[src/rtl/ca_net_param.sv]
// Parameterised cellular-automaton net: per-cell LUT rules, serial state load,
// stepped evolution with fixed-point detection and an optional step limit.
module ca_net_param #(
    parameter int N_CELLS = 5,
    parameter int K_IN    = 5,
    parameter int CNT_W   = 16,
    parameter logic [(1<<K_IN)-1:0] RULE_INIT = 32'hA99A9AA5
) (
    input  logic                                        clk,
    input  logic                                        reset,
    input  logic [N_CELLS*K_IN-1:0]                     Entrada,
    input  logic [(1<<K_IN)-1:0]                        rule_data,
    input  logic [(N_CELLS>1 ? $clog2(N_CELLS) : 1)-1:0] rule_addr,
    input  logic                                        rule_we,
    input  logic                                        init_bit,
    input  logic                                        init_valid,
    output logic                                        init_ready,
    input  logic                                        start,
    input  logic                                        sync,
    input  logic [CNT_W-1:0]                            max_steps,
    output logic [N_CELLS-1:0]                          Salida,
    output logic [1:0]                                  state,
    output logic [CNT_W-1:0]                            step_cnt,
    output logic                                        stable,
    output logic                                        done
);

    localparam int RULE_W = 1 << K_IN;
    localparam int AW     = (N_CELLS > 1) ? $clog2(N_CELLS) : 1;
    localparam int LW     = $clog2(N_CELLS + 1);

    typedef enum logic [1:0] {
        S_LOAD  = 2'b00,
        S_READY = 2'b01,
        S_RUN   = 2'b10,
        S_HALT  = 2'b11
    } state_t;

    state_t              state_q, state_d;
    logic [N_CELLS-1:0]  sal_q, sal_d, sal_nxt;
    logic [CNT_W-1:0]    cnt_q, cnt_d, cnt_inc;
    logic                stable_q, stable_d;
    logic [LW-1:0]       ld_q, ld_d;
    logic [RULE_W-1:0]   rule_q [N_CELLS];
    logic [RULE_W-1:0]   rule_d [N_CELLS];

    always_comb begin
        sal_nxt = '0;
        for (int i = 0; i < N_CELLS; i++) begin
            sal_nxt[i] = rule_q[i][Entrada[i*K_IN +: K_IN]];
        end
    end

    assign cnt_inc = (&cnt_q) ? cnt_q : cnt_q + CNT_W'(1);

    // Out-of-range addresses never match a cell, so they drop silently.
    always_comb begin
        for (int i = 0; i < N_CELLS; i++) begin
            rule_d[i] = rule_q[i];
            if (rule_we && state_q != S_RUN && rule_addr == AW'(i)) begin
                rule_d[i] = rule_data;
            end
        end
    end

    always_comb begin
        state_d  = state_q;
        sal_d    = sal_q;
        cnt_d    = cnt_q;
        stable_d = stable_q;
        ld_d     = ld_q;
        unique case (state_q)
            S_LOAD: begin
                if (init_valid) begin
                    sal_d              = sal_q >> 1;
                    sal_d[N_CELLS-1]   = init_bit;
                    ld_d               = ld_q + LW'(1);
                    if (ld_q == LW'(N_CELLS - 1)) begin
                        state_d = S_READY;
                    end
                end
            end
            S_READY: begin
                if (start) begin
                    state_d  = S_RUN;
                    cnt_d    = '0;
                    stable_d = 1'b0;
                end
            end
            S_RUN: begin
                if (sync) begin
                    sal_d = sal_nxt;
                    cnt_d = cnt_inc;
                    if (sal_nxt == sal_q) begin
                        stable_d = 1'b1;
                        state_d  = S_HALT;
                    end
                    if (max_steps != '0 && cnt_inc == max_steps) begin
                        state_d = S_HALT;
                    end
                end
            end
            S_HALT: begin
                if (start) begin
                    state_d  = S_LOAD;
                    ld_d     = '0;
                    stable_d = 1'b0;
                end
            end
            default: state_d = S_LOAD;
        endcase
    end

    always_ff @(posedge clk) begin
        if (reset) begin
            state_q  <= S_LOAD;
            sal_q    <= '0;
            cnt_q    <= '0;
            stable_q <= 1'b0;
            ld_q     <= '0;
            for (int i = 0; i < N_CELLS; i++) begin
                rule_q[i] <= RULE_INIT;
            end
        end else begin
            state_q  <= state_d;
            sal_q    <= sal_d;
            cnt_q    <= cnt_d;
            stable_q <= stable_d;
            ld_q     <= ld_d;
            for (int i = 0; i < N_CELLS; i++) begin
                rule_q[i] <= rule_d[i];
            end
        end
    end

    assign Salida     = sal_q;
    assign state      = state_q;
    assign step_cnt   = cnt_q;
    assign stable     = stable_q;
    assign done       = (state_q == S_HALT);
    assign init_ready = (state_q == S_LOAD);

endmodule

[config.mk]
export PLATFORM = sky130hd
export DESIGN_NAME = ca_net_param
export DESIGN_NICKNAME = d
export VERILOG_FILES = /design/src/rtl/ca_net_param.sv
export SDC_FILE = /design/constraint.sdc
export NUM_CORES = 1
export LEC_CHECK = 0
export CAP_MARGIN = 25
export CORE_ASPECT_RATIO = 1.2
export CORE_MARGIN = 2
export CORE_UTILIZATION = 57
export CTS_CLUSTER_DIAMETER = 50
export DETAILED_ROUTE_END_ITERATION = 12
export GPL_TIMING_DRIVEN = 1
export HOLD_SLACK_MARGIN = 0.03
export PLACE_DENSITY = 0.81
export SLEW_MARGIN = 10
export SYNTH_ARGS = -nofsm -noshare
export SYNTH_HDL_FRONTEND = slang
export SYNTH_SLANG_ARGS = --single-unit
export TNS_END_PERCENT = 1
[constraint.sdc]
create_clock -name clk -period 3.2 [get_ports clk]
set_input_delay 0.64 -clock clk [delete_from_list [all_inputs] [get_ports clk]]
set_output_delay 0.64 -clock clk [all_outputs]
set_load 0.01 [all_outputs]
Word level (Yosys, flattened, before mapping):

Memory sizes are Yosys's and may differ from the RTL's.
Index checks and enable logic that the tools add are counted.

* register bits: 27
* memory bits (writable): 160
* input bits: 83
* word-level logic and storage cells: 103
* memories kept: 1

* add/subtract/negate cells: 2
* $lt $le $gt $ge: 5
* equality and inequality tests: 19
* muxes and demuxes: 45
* bitwise operators: 5
* reduce and logical (&&, ||, !) cells: 21

Memory list
* rule_q: depth 5, width 32, read ports 5, clocked after Yosys merged registers in 0, wr ports 5, RTL line 44 `logic [RULE_W-1:0] rule_q [N_CELLS];`

Operators with widths (number)
* 2-to-1 mux 32 bit: 10
* 2-to-1 mux 16 bit: 3
* case mux 16 bit (2 select lines): 1
* less-than comparator 5 x 6 -> 1 bit, second input constant: 5
* binary-select mux 1 bit (select 5 bit): 5
* adder 16 x 1 -> 16 bit, second input constant: 1
* equality test 16 bit: 1
* AND reduction 16 bit: 1
* nonzero test 16 bit: 1
* 2-to-1 mux 2 bit: 7
* inequality test 2 bit, second input constant: 6
* 2-to-1 mux 1 bit: 11
* 2-to-1 mux 5 bit: 2
* case mux 5 bit (2 select lines): 1
* AND reduction 3 bit: 3
* case mux 2 bit (4 select lines): 1
* nonzero test 2 bit: 4
* logical AND 1 bit: 7
* equality test 3 x 2 -> 1 bit, second input constant: 2
* equality test 3 bit, second input constant: 2
* 2-to-1 mux 3 bit: 2
* case mux 3 bit (2 select lines): 1
* AND reduction 6 bit: 1
* equality test 5 bit: 1
* 12 further kinds: 18

Depth between registers and ports, before layout:

Gate-level depths: netlist (run 1).

* depth after elaboration: 7
* mapped depth: 12
* depth with buffers taken out: 10

Least setup slack after synthesis (run 1):

Ideal clock, no wire load.

* path kind: input-to-reg
* start point: in Entrada[20]
* end point: reg state_q[1], in the netlist state[1]
* arrival time: 2.812 ns
* data required time: 3.128 ns
* path slack: 0.316 ns
* cell stages on the path: 9
* path buffers: 1
* cells stage by stage: clkbuf_1 -> mux4_2 -> mux2i_1 -> nor3b_1 -> nor4_1 -> xnor2_1 -> nor3_1 -> a311oi_1 -> mux2i_1

* word-level cells in the longest chain between the ends: 5

RTL lines
* start: declaration: RTL line 11 `input logic [N_CELLS*K_IN-1:0] Entrada,`
* binary-select mux 1 bit (select 5 bit): RTL line 50 `sal_nxt[i] = rule_q[i][Entrada[i*K_IN +: K_IN]];`
* 2-to-1 mux 1 bit (not written as such): RTL line 50
* equality test 5 bit: RTL line 94 `if (sal_nxt == sal_q) begin`
* inequality test 3 bit (no source line)
* AND reduction 6 bit (no source line)
* end signal: assignment: RTL line 125 `state_q <= state_d;`
* end: declaration: RTL line 39 `state_t state_q, state_d;`

No other way between the ends. The select of a mux whose other input is x is not followed.
A chain may end at the register's enable or synchronous reset.

Final worst setup path (run 1):

* start point: reg cnt_q[1], in the netlist step_cnt[1]
* end point: reg state_q[0], in the netlist state[0]

* word-level cells in the longest chain between the ends: 7

RTL lines
* start: declaration: RTL line 41 `logic [CNT_W-1:0] cnt_q, cnt_d, cnt_inc;`
* start signal: assignment: RTL line 127 `cnt_q <= cnt_d;`
* adder 16 x 1 -> 16 bit / AND reduction 16 bit (equally long branches): RTL line 54 `assign cnt_inc = (&cnt_q) ? cnt_q : cnt_q + CNT_W'(1);`
* 2-to-1 mux 16 bit (*): RTL line 54
* equality test 16 bit (*): RTL line 98 `if (max_steps != '0 && cnt_inc == max_steps) begin`
* logical AND 1 bit (*): RTL line 98
* 2-to-1 mux 2 bit: RTL line 98
* 2-to-1 mux 2 bit: RTL line 91 `if (sync) begin`
* case mux 2 bit (4 select lines): RTL line 72 `unique case (state_q)`

Mark *: on every way between the ends. The rest lies on a longest branch, timed or not. The select of a mux whose other input is x is not followed.

==> results of run 1 <==
==> cells in the final DEF (no fill, tap or decap), types with 11 or more instances in the layout <==
cell type / instances
o21ai_0: 20
mux4_2: 25
nand2_1: 349
dfxtp_1: 186
o211ai_1: 11
buf_4: 82
mux2i_1: 38
nor3_1: 17
inv_1: 16
nand4_1: 13
nand3_1: 29
nand3b_1: 87
clkdlybuf4s50_1: 107
a21oi_1: 115
clkbuf_16: 17
nor2_1: 30
nand2b_1: 18
==> kinds of logic (layout without fill, tap and decap cells) <==
group,count (synthesis),count (layout)
flip-flops,187,187
XOR/XNOR,16,16
adder cells (fa/ha/maj),7,7
multiplexers,67,67
buffers and inverters,108,240
AO/OA/AOI/OAI,195,195
AND/OR/NAND/NOR,606,606
==> final cells by class <==
class | instances | area (µm²)
inverters | 16 | 60.1
repair buffers | 192 | 1750
fillers | 1254 | 4500
multi-input cells | 891 | 5400
clock inverters | 15 | 186
well taps | 212 | 265
flip-flops and latches | 187 | 3740
clock buffers | 17 | 425
==> path summary, 6_finish.rpt <==
kind                startpoint      endpoint  slack [ns]  depth (start not counted)
setup / recovery   step_cnt[1]      state[0]        0.16                         11
hold / removal    rule_q[0][3]  rule_q[0][3]        0.45                          2
setup reg to reg   step_cnt[1]      state[0]        0.16                         11
hold reg to reg   rule_q[0][3]  rule_q[0][3]        0.45                          2
==> sequential cells by signal, summed over array words and instances, names as in the netlist <==
name and count:
rule_q 160, step_cnt 16, Salida 5, ld_q 3
state 2, stable 1
==> per-layer routing <==
metal | vias to the layer above | share of wire | GRT usage | routed length, µm
met5 | - | 0 | 0 | 0
met3 | 91 | 0.062 | 0.0517 | 1770
met4 | 0 | 0.052 | 0.165 | 1470
li1 | 4375 | - | - | -
met1 | 4449 | 0.40 | 0.383 | 11200
met2 | 387 | 0.49 | 0.535 | 13900
==> critical path: stages, from the launching register on <==
cell and delay (ns):
dfxtp_1 0.34, ha_1 0.27, nand4_4 0.16, nor4_4 0.35, nor4b_1 0.09, or3_1 0.36, or4_1 0.53, nor4_2 0.29
buf_4 0.17, a311oi_1 0.04, buf_4 0.16, a211oi_2 0.20
==> power groups by stage <==
stage	Combinational [µW]	Clock, µW	Sequential (µW)
after floorplan	482	0	2500
after global placement	851	0	2510
after detailed placement	870	0	2510
after CTS	878	2210	2460
after global routing	948	2310	2470
final	886	2200	2460
==> timing repair <==
action,in CTS,in global routing
endpoints found under the setup margin,0,1
buffers inserted,0,0
gates resized for setup,0,2
==> stage by stage <==
step,setup TNS [ns],area (µm²)
finish,0,11800
global route,0,11800
CTS,0,11800
detailed placement,-0.636,11200
global placement,-0.420,11200
floorplan,0,9570
==> metrics.yaml, run 1 <==
clk_latency_ns: 0.43
synth_fa_ha_area_frac: 0.00915
grt_max_degree: 170
fin_cells: 1530
htreeDepth: 4
synth_area_leaders: "dfxtp_1, nand2_1, nand3b_1"
cp.required_ns: 3.56
place_ws_ns: -0.258
die-area_um2: 17800
dpl.hpwl_mm: 19.9
period_minus_slack_ns: 3.04
ant_nets: 0
dr.pass1.iters: 5
p_switching_uw: 1480
fin_ws_ns: 0.158
io-pin-count: 109
skew_ns: 0.00659
power.internal_uw: 4070
synth_most_common_cell: "nand2_1"
synth.top_cells.by_count: "nand2_1, dfxtp_1, a21oi_1, nand3b_1, clkbuf_1"
avgSynthCellArea_um2: 8.07
via_count: 9302
vias_per_cell: 6.08
wl_mm: 28.3
ys_seq_area_frac: 0.391
start_util: 0.586
synth-xor-area-share: 0.0146
grt_pass1_wl_mm: 44.2
startpoint_type: "flip-flop"
die_x_um: 122
synth.largest_area_cell: "dfxtp_1"
rows: 51
powerDensity_nw_per_um2: 469
final_nets: 1395
synth_top_family_by_area: "simple AND/OR/NAND/NOR gates"
syn_nets: 1276
drcViolationCount: 0
grt-ovfl-total: 0
cts_tree: "done"
fin_crit_sh: 0.951
setup_viol: 0
core_um2: 16300
yosysTopAreaCellShare: 0.391
finalHoldViolCount: 0
timing.fmax_mhz: 329
wire_per_inst_um: 18.5
endpoint_kind: "flip-flop"
antenna_found_initial: 0
die_y_um: 146
cts.path.max_buffers: 2
yosys.area_share.simple: 0.315
switching_share: 0.267
synth_seq_cells: 187
min_path_type: "reg2reg"
power_frac_seq: 0.443
area_delta_synth_final_pct: 23.6
hold_buffers: 0
hold-worst-slack_ns: 0.454
synthMuxAreaShare: 0.103
grt_pass1_vias: 8653
cts_root_buffer: "clkbuf_16"
drv_slew: 0
async_flop_share: 0
criticalPathCategory: "reg2reg"
layout-drive-gt1-share: 0.123
synth_flop_cell: "dfxtp_1"
power_leakage_uw: 0.00464
clkSinkCount: 187
p_total_uw: 5550
worstPathMaxFanout: 4
outcome: "finished, final reports clean"
crit_arrival_ns: 3.40
worst_pin_slew_ns: 0.909
rsz0062_at_grt: "false"
synth_edf_count: 0
slew_headroom: 0.391
n_antenna_cell: 0
dp_cells: 1498
first_iter_violations: 772
vdd_drop_max_v: 0.000307
syn_inst: 1186
ys_types: 62
ys_warn_count: 0
clkTransAtPathRegs_ns: 0.07
grt.total_usage: 0.317
final_util: 0.724
routabilityCongestion: 0.973
pwr-share-comb: 0.160
mappedNetlistArea_um2: 9570
clock_power_share: 0.397
synth-compound-area-share: 0.121
drv_cap: 0
io_buffers: 108
cts_buffers: 17
Note: power is estimated with default switching activity, not from simulation.
==> run 2: changes to the inputs <==
--- a/config.mk
+++ b/config.mk
@@ -7,7 +7,7 @@
 export LEC_CHECK = 0
 export CAP_MARGIN = 25
 export CORE_ASPECT_RATIO = 1.2
-export CORE_MARGIN = 2
+export CORE_MARGIN = 4
 export CORE_UTILIZATION = 57
 export CTS_CLUSTER_DIAMETER = 50
 export DETAILED_ROUTE_END_ITERATION = 12
==> run 2 against run 1 <==
Non-clock buffer count shrank 4. Via count down 0.63%. Largest cell class unchanged. Die area is 6.1% higher. Critical path type unchanged.
==> metrics.yaml, run 2 (synthesis results as in run 1) <==
cp-startpoint: "step_cnt[2]"
fin_ws_ns: 0.134  # -0.0245 ns
grt_max_degree: 103  # -39%
area_delta_synth_final_pct: 23.1
cts_buffers: 17  # unchanged
crit_arrival_ns: 3.43  # +0.03 ns
htreeDepth: 4  # unchanged
slew_headroom: 0.335  # -0.0560
drcViolationCount: 0  # unchanged
grt.total_usage: 0.304  # -0.0128
fin_crit_sh: 0.958  # +0.00764
drv_cap: 0  # unchanged
vdd_drop_max_v: 0.000384  # +25%
layout_commonest_cell: "nand2_1"
rsz0062_at_grt: "false"
final_util: 0.721  # -0.00314
place_area_um2: 11200  # -0.16%
max_flop_register: "rule_q"
die-area_um2: 18900  # +6.1%
largest_reg_flops: 160  # unchanged
wl_mm: 29.2  # +3.1%
cp.required_ns: 3.56  # about the same
grt_pass1_vias: 8751  # +1.1%
startpoint_type: "flip-flop"
grt_pass1_wl_mm: 45.6  # +3.2%
die_y_um: 150  # +2.7%
skew_ns: 0.00699  # +0.000398 ns
ant_nets: 0  # unchanged
start_util: 0.586  # unchanged
dpl.hpwl_mm: 20.2  # +1.7%
power_leakage_uw: 0.00460  # -0.92%
timing.fmax_mhz: 326  # -0.80%
antenna_found_initial: 0  # unchanged
criticalPathCategory: "reg2reg"
layout-drive-gt1-share: 0.119  # -0.00419
cts.path.max_buffers: 2  # unchanged
clk_latency_ns: 0.43  # about the same
first_iter_violations: 893  # +16%
endpoint_kind: "flip-flop"
via_count: 9243  # -0.63%
cts_tree: "done"
setup_viol: 0  # unchanged
io-pin-count: 109  # unchanged
vias_per_cell: 6.06  # -0.37%
die_x_um: 126  # +3.3%
period_minus_slack_ns: 3.07  # +0.0245 ns
io_buffers: 108  # unchanged
drv_slew: 0  # unchanged
clkSinkCount: 187  # unchanged
post_cts_buffers: 0  # unchanged
min_path_type: "reg2reg"
outcome: "finished, final reports clean"
worst_pin_slew_ns: 0.993  # +0.0837 ns
cts_root_buffer: "clkbuf_16"
mostFrequentLayoutCells: "nand2_1, dfxtp_1, a21oi_1, clkdlybuf4s50_1, nand3b_1"
dr.pass1.iters: 5  # unchanged
hold-worst-slack_ns: 0.454  # +0.000605 ns
routabilityCongestion: 0.959  # -1.4%
finalHoldViolCount: 0  # unchanged
worstPathMaxFanout: 10  # +6
wire_per_inst_um: 19.2  # +3.4%
core_um2: 16300  # unchanged
clkTransAtPathRegs_ns: 0.07  # about the same
timing.rr.start: "step_cnt[2]"
fillers: 1317  # +5.0%
worstHoldStart: "rule_q[0][28]"
powerDensity_nw_per_um2: 457  # -2.6%
grt-ovfl-total: 0  # unchanged
place_ws_ns: -0.230  # +0.0277 ns
final_nets: 1391  # -0.29%
rows: 51  # unchanged
n_antenna_cell: 0  # unchanged
design_area_um2: 11800  # -0.43%
run 2: cell count changes in the layout (fill, tap and decap cells not counted), moves of 2 or more:
| cell | change |
|---|---|
| clkinv_4 | +2 |
| clkbuf_1 | +3 |
| buf_4 | -5 |
| clkbuf_8 | +3 |
| inv_6 | -7 |
| bufinv_16 | -2 |
run 2: area by class of cell:
cell class                 instances  area (µm²)  share of cell area
tap                              212         265              0.0225
multi-input combinational        891        5410               0.460
clock inverter                     9        90.1             0.00765
sequential                       187        3740               0.318
timing repair buffer             188        1730               0.147
inverter                          16        60.1             0.00510
clock buffer                      23         478              0.0406
run 2: layer usage:
layer / wire length [µm] / vias to the layer above / track usage
met5: 0 / - / 0
met4: 1400 / 0 / 0.156
met3: 1980 / 87 / 0.0464
met2: 14500 / 383 / 0.524
met1: 11300 / 4410 / 0.367
li1: - / 4363 / -
run 2: what timing repair did:
item,in CTS,in global routing
resized for setup,0,4
endpoints found under the setup margin,0,2
hold buffers,0,0
run 2: worst max-delay path, stage by stage, from the launching register on:
cell and delay, ns:
dfxtp_1 0.59, nand3_2 0.24, nor4_4 0.34, a32oi_1 0.13, or3_1 0.41, or4_1 0.51, nor4_1 0.32, buf_4 0.18
a311oi_2 0.05, a211oi_2 0.22
run 2: final timing paths:
| check | to | slack [ns] | depth (start not counted) |
|---|---|---|---|
| max | state[0] | 0.13 | 9 |
| min | rule_q[0][28] | 0.45 | 2 |
| max reg2reg | state[0] | 0.13 | 9 |
| min reg2reg | rule_q[0][28] | 0.45 | 2 |
run 2: power breakdown:
group | internal, µW | switching, µW
clock network | 1140 | 893
logic | 415 | 479
registers | 2410 | 54.8
run 2: through the flow:
step,power [µW],cells,TNS (ns)
2_1_floorplan,2980,1186,0
3_3_place_gp,3360,1494,-0.436
3_5_place_dp,3380,1494,-0.579
4_1_cts,5370,1526,0
5_1_grt,5570,1526,0
6_report,5380,1526,0
